[src/rtl/usb_ls_tx_if.sv]
// usb_ls_tx_if
//   Byte-stream handshake between the SIE packet logic and the low-speed
//   USB transmitter.
//   tx_data  : byte to send, LSB first
//   tx_valid : tx_data is valid
//   tx_last  : tx_data is the final byte of the packet
//   tx_ready : byte accepted on a cycle with tx_valid && tx_ready
interface usb_ls_tx_if;
  logic [7:0] tx_data;
  logic       tx_valid;
  logic       tx_last;
  logic       tx_ready;

  modport master (output tx_data, output tx_valid, output tx_last, input tx_ready);
  modport slave  (input tx_data, input tx_valid, input tx_last, output tx_ready);
endinterface

[src/rtl/usb_ls_tx.sv]
// usb_ls_tx
//   Low-speed (1.5 Mbit/s) USB serial transmitter. Turns a byte stream into
//   D+/D- line states: SYNC, bit stuffing, NRZI, EOP.
//   clk    : system clock (24 MHz)
//   reset  : asynchronous, active-low
//   tx     : byte handshake (slave side)
//   d_o    : line state, bit1 = D-, bit0 = D+ (J = 10, K = 01, SE0 = 00)
//   d_en   : output enable for the D+/D- pads
//   busy   : packet in progress
//   tx_err : one-cycle pulse when a packet is aborted on underrun
//
// state | meaning
// IDLE  | pads released, line J, waiting for the first byte
// SYNC  | sending the 0x80 sync pattern
// DATA  | sending data bytes from the shift register
// EOP   | SE0, SE0, J, then release the pads
module usb_ls_tx #(
  parameter int CLKS_PER_BIT = 16
) (
  input  logic        clk,
  input  logic        reset,
  usb_ls_tx_if.slave  tx,
  output logic [1:0]  d_o,
  output logic        d_en,
  output logic        busy,
  output logic        tx_err
);

  localparam logic [1:0] ST_IDLE = 2'd0;
  localparam logic [1:0] ST_SYNC = 2'd1;
  localparam logic [1:0] ST_DATA = 2'd2;
  localparam logic [1:0] ST_EOP  = 2'd3;

  localparam logic [1:0] LINE_J   = 2'b10;
  localparam logic [1:0] LINE_K   = 2'b01;
  localparam logic [1:0] LINE_SE0 = 2'b00;

  localparam int TW = (CLKS_PER_BIT > 2) ? $clog2(CLKS_PER_BIT) : 1;
  localparam logic [TW-1:0] TMR_LOAD = TW'(CLKS_PER_BIT - 1);

  logic [1:0]    state;
  logic [TW-1:0] tmr;
  logic [2:0]    bit_idx;
  logic [7:0]    shift;
  logic [7:0]    hold;
  logic          hold_full;
  logic          last_taken;
  logic [2:0]    ones;
  logic [1:0]    eop_cnt;
  logic          accept;

  // NRZI: a 0 toggles J/K, a 1 holds the line.
  function automatic logic [1:0] nrzi(input logic [1:0] line, input logic b);
    return b ? line : {line[0], line[1]};
  endfunction

  // Gated with reset so the handshake is closed while reset is held.
  assign tx.tx_ready = reset && (state != ST_EOP) && !hold_full && !last_taken;
  assign accept      = tx.tx_valid && tx.tx_ready;
  assign busy        = (state != ST_IDLE);

  always_ff @(posedge clk or negedge reset) begin
    if (!reset) begin
      state      <= ST_IDLE;
      tmr        <= TMR_LOAD;
      bit_idx    <= 3'd0;
      shift      <= 8'h00;
      hold       <= 8'h00;
      hold_full  <= 1'b0;
      last_taken <= 1'b0;
      ones       <= 3'd0;
      eop_cnt    <= 2'd0;
      d_o        <= LINE_J;
      d_en       <= 1'b0;
      tx_err     <= 1'b0;
    end else begin
      tx_err <= 1'b0;

      if (accept) begin
        hold      <= tx.tx_data;
        hold_full <= 1'b1;
        if (tx.tx_last) last_taken <= 1'b1;
      end

      case (state)
        ST_IDLE: begin
          if (accept) begin
            // First SYNC bit (a 0) goes out right away: J -> K.
            state   <= ST_SYNC;
            d_en    <= 1'b1;
            d_o     <= LINE_K;
            tmr     <= TMR_LOAD;
            bit_idx <= 3'd0;
            shift   <= 8'h80;
            ones    <= 3'd0;
          end
        end

        ST_SYNC, ST_DATA: begin
          if (tmr != '0) begin
            tmr <= tmr - TW'(1);
          end else begin
            tmr <= TMR_LOAD;
            if (ones == 3'd6) begin
              // Stuffed 0: toggles the line, bit_idx holds so no data is consumed.
              d_o  <= nrzi(d_o, 1'b0);
              ones <= 3'd0;
            end else if (bit_idx != 3'd7) begin
              bit_idx <= bit_idx + 3'd1;
              d_o     <= nrzi(d_o, shift[bit_idx + 3'd1]);
              ones    <= shift[bit_idx + 3'd1] ? ones + 3'd1 : 3'd0;
            end else if (hold_full) begin
              state     <= ST_DATA;
              shift     <= hold;
              hold_full <= 1'b0;
              bit_idx   <= 3'd0;
              d_o       <= nrzi(d_o, hold[0]);
              ones      <= hold[0] ? ones + 3'd1 : 3'd0;
            end else begin
              // Either the last byte has gone out, or the feeder underran.
              // A byte accepted on this very edge is too late and is dropped.
              if (!last_taken) tx_err <= 1'b1;
              state     <= ST_EOP;
              hold_full <= 1'b0;
              d_o       <= LINE_SE0;
              eop_cnt   <= 2'd0;
            end
          end
        end

        default: begin // ST_EOP
          if (tmr != '0) begin
            tmr <= tmr - TW'(1);
          end else begin
            tmr <= TMR_LOAD;
            case (eop_cnt)
              2'd0: eop_cnt <= 2'd1;
              2'd1: begin
                eop_cnt <= 2'd2;
                d_o     <= LINE_J;
              end
              default: begin
                state      <= ST_IDLE;
                d_en       <= 1'b0;
                hold_full  <= 1'b0;
                last_taken <= 1'b0;
              end
            endcase
          end
        end
      endcase
    end
  end

endmodule
[src/flat_wrapper.sv]
// flat-port wrapper written by rule: the top's interface ports become plain ports
module usb_ls_tx_flat 
#(
  parameter int CLKS_PER_BIT = 16
)
  (clk, reset, d_o, d_en, busy, tx_err, tx_tx_data, tx_tx_valid, tx_tx_last, tx_tx_ready);
  usb_ls_tx_if tx_i ();
  input  logic clk;
  input  logic reset;
  output logic [1:0] d_o;
  output logic d_en;
  output logic busy;
  output logic tx_err;
  input wire logic [$bits(tx_i.tx_data)-1:0] tx_tx_data;
  input wire logic [$bits(tx_i.tx_valid)-1:0] tx_tx_valid;
  input wire logic [$bits(tx_i.tx_last)-1:0] tx_tx_last;
  output wire logic [$bits(tx_i.tx_ready)-1:0] tx_tx_ready;
  assign tx_i.tx_data = tx_tx_data;
  assign tx_i.tx_valid = tx_tx_valid;
  assign tx_i.tx_last = tx_tx_last;
  assign tx_tx_ready = tx_i.tx_ready;
  usb_ls_tx #(.CLKS_PER_BIT(CLKS_PER_BIT)) u_core (.clk(clk), .reset(reset), .tx(tx_i), .d_o(d_o), .d_en(d_en), .busy(busy), .tx_err(tx_err));
endmodule
[config.mk]
export PLATFORM = sky130hd
export DESIGN_NAME = usb_ls_tx_flat
export DESIGN_NICKNAME = d
export VERILOG_FILES = /design/src/rtl/usb_ls_tx_if.sv /design/src/rtl/usb_ls_tx.sv /design/src/flat_wrapper.sv
export SDC_FILE = /design/constraint.sdc
export NUM_CORES = 1
export LEC_CHECK = 0
export CAP_MARGIN = 20
export CORE_ASPECT_RATIO = 1.25
export CORE_MARGIN = 1
export CORE_UTILIZATION = 45
export CTS_CLUSTER_DIAMETER = 200
export CTS_CLUSTER_SIZE = 28
export DETAILED_ROUTE_END_ITERATION = 8
export PLACE_DENSITY_LB_ADDON = 0.2
export RECOVER_POWER = 50
export SLEW_MARGIN = 0
export SYNTH_ARGS = -nofsm -noshare
export SYNTH_HDL_FRONTEND = slang
export SYNTH_SLANG_ARGS = --single-unit
[constraint.sdc]
create_clock -name clk -period 2.75 [get_ports clk]
set_input_delay 0.275 -clock clk [delete_from_list [all_inputs] [get_ports clk]]
set_output_delay 0.275 -clock clk [all_outputs]
set_load 0.01 [all_outputs]
After elaboration in Yosys (flattened, before gate mapping)
Index checks and enable logic that the tools add are counted.
Cells by class
  $add $sub $neg: 3
  $lt $le $gt $ge: 1
  equal/unequal tests: 19
  mux-type cells: 70
  bitwise logic cells: 3
  reductions and logical operators: 23
Operators with widths (number)
  $mux 8: 5
  $mux 2: 19
  $mux 3: 11
  $reduce_and 6->1: 4
  $mux 1: 22
  $pmux 2 s2: 4
  $pmux 8 s2: 1
  $mux 4: 3
  $ne 2x2->1 const B: 6
  $pmux 3 s2: 2
  $reduce_and 4->1: 2
  $add 3x1->3 const B: 2
  $ne 2x1->1 const B: 3
  $ne 3x1->1 const B: 2
  $reduce_bool 3->1: 2
  $ne 5x5->1 const B: 1
  $reduce_and 5->1: 1
  $eq 2x1->1 const B: 2
  $logic_and 1x1->1: 4
  $logic_not 2->1: 2
  $lt 3x4->1 const B: 1
  $ne 4x1->1 const B: 1
  $ne 4x3->1 const B: 1
  $pmux 1 s2: 2
  other kinds (11): 16
Storage, ports and cells
  register bits: 36
  bits of input ports: 12
  output and inout port bits: 6
  word-level logic and storage cells: 131

Depth between registers and ports, before layout
  word-level depth: 10
  depth in mapped cells: 8
  gate-level depth less buffers: 7

Least setup slack after synthesis
OpenSTA, ideal clock, no wires.
  kind: register to register
  start: register u_core.state[0]
  end: register u_core.d_o[0]
  library setup time: 0.125 ns
  data arrival time: 1.971 ns
  data required time: 2.625 ns
  slack: 0.654 ns
  stages on the path, launching flop included: 8
  buffers on the path: 1
  period minus slack after synthesis: 2.096 ns
  cells stage by stage: dfrtp_1 ha_1 nor4b_4 nand2_1 buf_2 a221oi_2 o221ai_1 mux2_2
On the way
  longest elaborated chain between the ends: 7
  elaborated cells on any way between the ends: 17
  classes of those cells: 8 x eq/ne; 1 x mux; 8 x reduce/logical
RTL lines
  from (decl): line usb_ls_tx.sv:41  | logic [1:0] state;
  from (signal assigned): line usb_ls_tx.sv:64  | state <= ST_IDLE;
  from (signal assigned): line usb_ls_tx.sv:89  | state <= ST_SYNC;
  from (signal assigned): line usb_ls_tx.sv:113  | state <= ST_DATA;
  $ne 2x2->1: line usb_ls_tx.sv:58  | assign tx.tx_ready = reset && (state != ST_EOP) && !hold_full && !last_taken;
  $logic_and 1x1->1 (3 in series): line usb_ls_tx.sv:58
  via tx_tx_ready: line flat_wrapper.sv:17  | output wire logic [$bits(tx_i.tx_ready)-1:0] tx_tx_ready;
  $logic_and 1x1->1: line usb_ls_tx.sv:59  | assign accept = tx.tx_valid && tx.tx_ready;
  $ne 2x1->1 (no source line)
  $reduce_and 6->1 (no source line)
  to (signal assigned): line usb_ls_tx.sv:106  | d_o <= nrzi(d_o, 1'b0);
  to (signal assigned): line usb_ls_tx.sv:110  | d_o <= nrzi(d_o, shift[bit_idx + 3'd1]);
  to (signal assigned): line usb_ls_tx.sv:117  | d_o <= nrzi(d_o, hold[0]);
  to (decl): line usb_ls_tx.sv:23  | output logic [1:0] d_o,
The timed path passes the listed nets, and every way through them passes these cells.
A chain may end at the register's enable or synchronous reset.

Worst setup path in the final report
  start: register u_core.tmr[0]
  end: register u_core.shift[7]
On the way
  longest elaborated chain between the ends: 3
RTL lines
  from (decl): line usb_ls_tx.sv:42  | logic [TW-1:0] tmr;
  from (signal assigned): line usb_ls_tx.sv:101  | tmr <= tmr - TW'(1);
  from (signal assigned): line usb_ls_tx.sv:133  | tmr <= tmr - TW'(1);
  $reduce_bool 4->1: line usb_ls_tx.sv:100  | if (tmr != '0) begin
  $ne 2x2->1 (no source line)
  $reduce_and 6->1 (no source line)
  to (signal assigned): line usb_ls_tx.sv:114  | shift <= hold;
  to (decl): line usb_ls_tx.sv:44  | logic [7:0] shift;
No other way between the ends.

==> impl_metrics.csv <==
group,metric,value,unit
critical_path,r2r_cells,7,
critical_path,end_kind,"register",
global_route,grt_first_pass_wirelength,6240,um
sta,setup_viol,0,
logic_synthesis,synth-seq-area-share,46.5,%
logic_synthesis,synth_compound_area_share,14.2,%
sta,period_share,90.0,%
power,ir_worst_vdd,0.000415,V
finish,fillers,396,
finish,stdcell_count,283,
routing,wl_per_cell,13.2,um
critical_path,r2r_start,"u_core.tmr[0]$_DFFE_PN1P_",
logic_synthesis,synth_async_sr_flop_share,100,%
cts,post_cts_buffers,0,
routing,dr_wl_met3,109,um
cts,root_buffer,"clkbuf_8",
min_path,hp-class,"reg2reg",
cts,holdBufCountCts,0,
placed_design,dp_hpwl,2580,um
critical_path,cp.required,2.93,ns
flow_run,maxCapViolations,1,
cts,clk_latency,0.29,ns
routing,dr_wl_met2,1710,um
routing,drt_iter0_drc,48,
power,seq_power_share,42.3,%
sta,skew,0.00795,ns
logic_synthesis,synthMuxAreaShare,8.66,%
sta,max_slew.worst_pin.slew,1.92,ns
logic_synthesis,synth_top_family_by_area,"simple AND/OR/NAND/NOR gates",
critical_path,startpoint,"u_core.tmr[0]$_DFFE_PN1P_",
logic_synthesis,synth-simple-area-share,19.1,%
global_route,grt_pass1_vias,1419,
finish,n_antenna_cell,0,
power,swShare,38.1,%
outcome,status,"finished with violations",
sta,period_needed,2.47,ns
critical_path,r2r-end,"u_core.shift[7]$_DFFE_PN0P_",
floorplan,pin_count,18,
cts,cts_resized,0,
routing,vias_per_cell,5.24,
finish,final_core_util,54.5,%
logic_synthesis,ys_top_cells_by_area,"dfrtp_1 (40%), nand2_1 (8.9%), dfstp_2 (6.7%)",
global_route,grt_max_degree,37,
power,combPwrFrac,39.7,%
logic_synthesis,yosysTopAreaCellShare,39.8,%
floorplan,fp.coreArea,4130,um2
placed_design,place_inst,275,
routing,post-route-drc-count,0,
logic_synthesis,yosysWarnings,0,
routing,highest_layer,"met4",
sta,hold_slack,0.471,ns
cts,cts_made_buffers,5,
placed_design,port_buffers,17,
logic_synthesis,synth_cell_types,40,
floorplan,die_width,60.9,um
min_path,hold_path_depth,2,
logic_synthesis,ys_ff_latch,36,
finish,area_growth,15.5,%
power,power.switching,0.000789,W
logic_synthesis,synth_area_per_cell,9.28,um2
cts,cts_tree,"done",
critical_path,worst-path-max-fanout,8,
sta,drv_slew,37,
sta,fmax,404,MHz
logic_synthesis,netlist_instances,210,
floorplan,num_rows,26,
logic_synthesis,synth-xor-area-share,0.449,%
outcome,violations,"capacitance limit, slew limit",
power,power_per_cell_area,920,nW/um2
cts,clkTransAtPathRegs,0.08,ns
sta,hold_viol_final,0,
sta,slew_headroom,-27.9,%
finish,layout-drive-gt1-share,11.9,%
routing,wirelength,3730,um
critical_path,cp_data_arrival_time,2.66,ns
finish,stdcell_area,2250,um2
critical_path,path_class,"reg2reg",
floorplan,die_area,4600,um2
routing,met1_length,1800,um
power,intPower,0.00128,W
logic_synthesis,synth_ff_type,"dfrtp_1",
global_route,grt_overflow,0,
min_path,hold_path.startpoint,"u_core.hold[7]$_DFFE_PN0P_",
routing,vias,1484,
logic_synthesis,synth_edf_count,0,
finish,nNetsFinal,246,
logic_synthesis,synth_top_cell_by_area,"dfrtp_1",
power,p_leak,1.11,nW
critical_path,cp-start-kind,"register",
cts,cts-htree-levels,2,
placed_design,gp_congestion,0.843,
global_route,antenna_found_initial,0,
logic_synthesis,syn_nets,230,
critical_path,rrSetupSlack,0.28,ns
logic_synthesis,netlist_area,1950,um2
cts,clockBufferDepth,2,
logic_synthesis,synthTopCellsByCount,"nand2_1 (46), dfrtp_1 (31), inv_1 (17), a21oi_1 (11), o21ai_0 (11)",
sta,rsz0062_at_grt,"no",
logic_synthesis,yosysMostFrequentCell,"nand2_1",
sta,fin_setup_tns,0,ns
floorplan,initial_utilization,47.2,%
routing,antenna_left,0,
global_route,grtUsageTotal,18.6,%
floorplan,die_y,75.6,um
logic_synthesis,synth_fa_ha_area_share,5.13,%
cts,cts.sinks,36,
min_path,holdPathEnd,"u_core.hold[7]$_DFFE_PN0P_",
routing,drt_pass1_iterations,4,
power,pwr-share-clk,18.1,%
placed_design,placed_cell_area,2170,um2
[worst max-delay path: stages (launching register included)]
cell and delay [ns]:
dfstp_2 0.38, inv_1 0.07, ha_1 0.21, nor3b_1 0.63, nand3_1 0.24, o21ai_0 0.28
nand2_2 0.22, mux2_2 0.32
[cell usage in the layout, fill, tap and decap left out, types with 2 or more instances in the layout]
master           Yosys  layout
o31ai_1              2       2
clkdlybuf4s50_1      0      13
o311ai_0             2       2
nor3_1               2       2
o21ai_0             11      11
dlygate4sd3_1        0       3
buf_4                0       3
ha_1                 8       8
nor2_1               6       6
a21oi_1             11      11
nor2b_1              2       2
o2111ai_1            3       3
clkbuf_8             0       5
nand2_1             46      46
nor3b_1              4       4
nor4_1               2       2
inv_1               17      17
nand3_1              7       7
mux2i_1              9       9
a41oi_1              2       2
clkinv_2             0       2
dfstp_2              5       5
dfrtp_1             31      31
mux2_2               7       7
nand2b_1             3       3
[layout make-up]
cell class / instances / area [um2] / share of cell area [%]
inverter: 18 / 67.6 / 3.00
sequential: 36 / 907 / 40.3
clock buffer: 5 / 68.8 / 3.06
multi-input combinational: 144 / 927 / 41.2
tap: 56 / 70.1 / 3.11
clock inverter: 3 / 18.8 / 0.834
timing repair buffer: 21 / 191 / 8.50
[sequential cells by signal, indices dropped and copies added, names as in the netlist]
register           count
u_core.last_taken      1
u_core.ones            3
u_core.hold_full       1
u_core.state           2
u_core.shift           8
u_core.tmr             4
u_core.d_en            1
u_core.eop_cnt         2
u_core.tx_err          1
u_core.hold            8
u_core.d_o             2
u_core.bit_idx         3
[stage by stage]
| stage | setup WS, ns | total power, W |
|---|---|---|
| after floorplan | 0.654 | 0.00151 |
| after global placement | 0.331 | 0.00169 |
| after detailed placement | 0.321 | 0.00171 |
| after CTS | 0.302 | 0.00209 |
| after global routing | 0.165 | 0.00224 |
| final | 0.276 | 0.00207 |
[power by group through the flow]
stage,clock network (W),logic (W),registers [W]
after global routing,0.000398,0.000940,0.000900
after detailed placement,0,0.000822,0.000885
after floorplan,0,0.000678,0.000835
final,0.000374,0.000821,0.000875
after CTS,0.000387,0.000828,0.000875
after global placement,0,0.000809,0.000879
[kinds of logic after synthesis]
family          count (synthesis)
xor+xnor                        1
fa+ha+maj                       8
mux                            16
simple gates                   78
buf+inv                        30
flops                          36
compound gates                 41
[worst max-delay path by stage]
stage | endpoint | slack, ns | cells after the start
global placement | u_core.shift[7]$_DFFE_PN0P_ | 0.33 | 7
finish | u_core.shift[7]$_DFFE_PN0P_ | 0.28 | 7
floorplan | u_core.d_o[0]$_DFFE_PN0P_ | 0.65 | 7
CTS | u_core.shift[7]$_DFFE_PN0P_ | 0.30 | 7
detailed placement | u_core.shift[7]$_DFFE_PN0P_ | 0.32 | 7
global route | u_core.shift[7]$_DFFE_PN0P_ | 0.17 | 7
[routing by layer]
metal,global-route usage [%],up-vias
li1,-,757
met1,24.3,697
met5,0,-
met4,8.33,0
met2,29.7,22
met3,4.07,8
No activity file was read; power rests on OpenSTA's default activity.
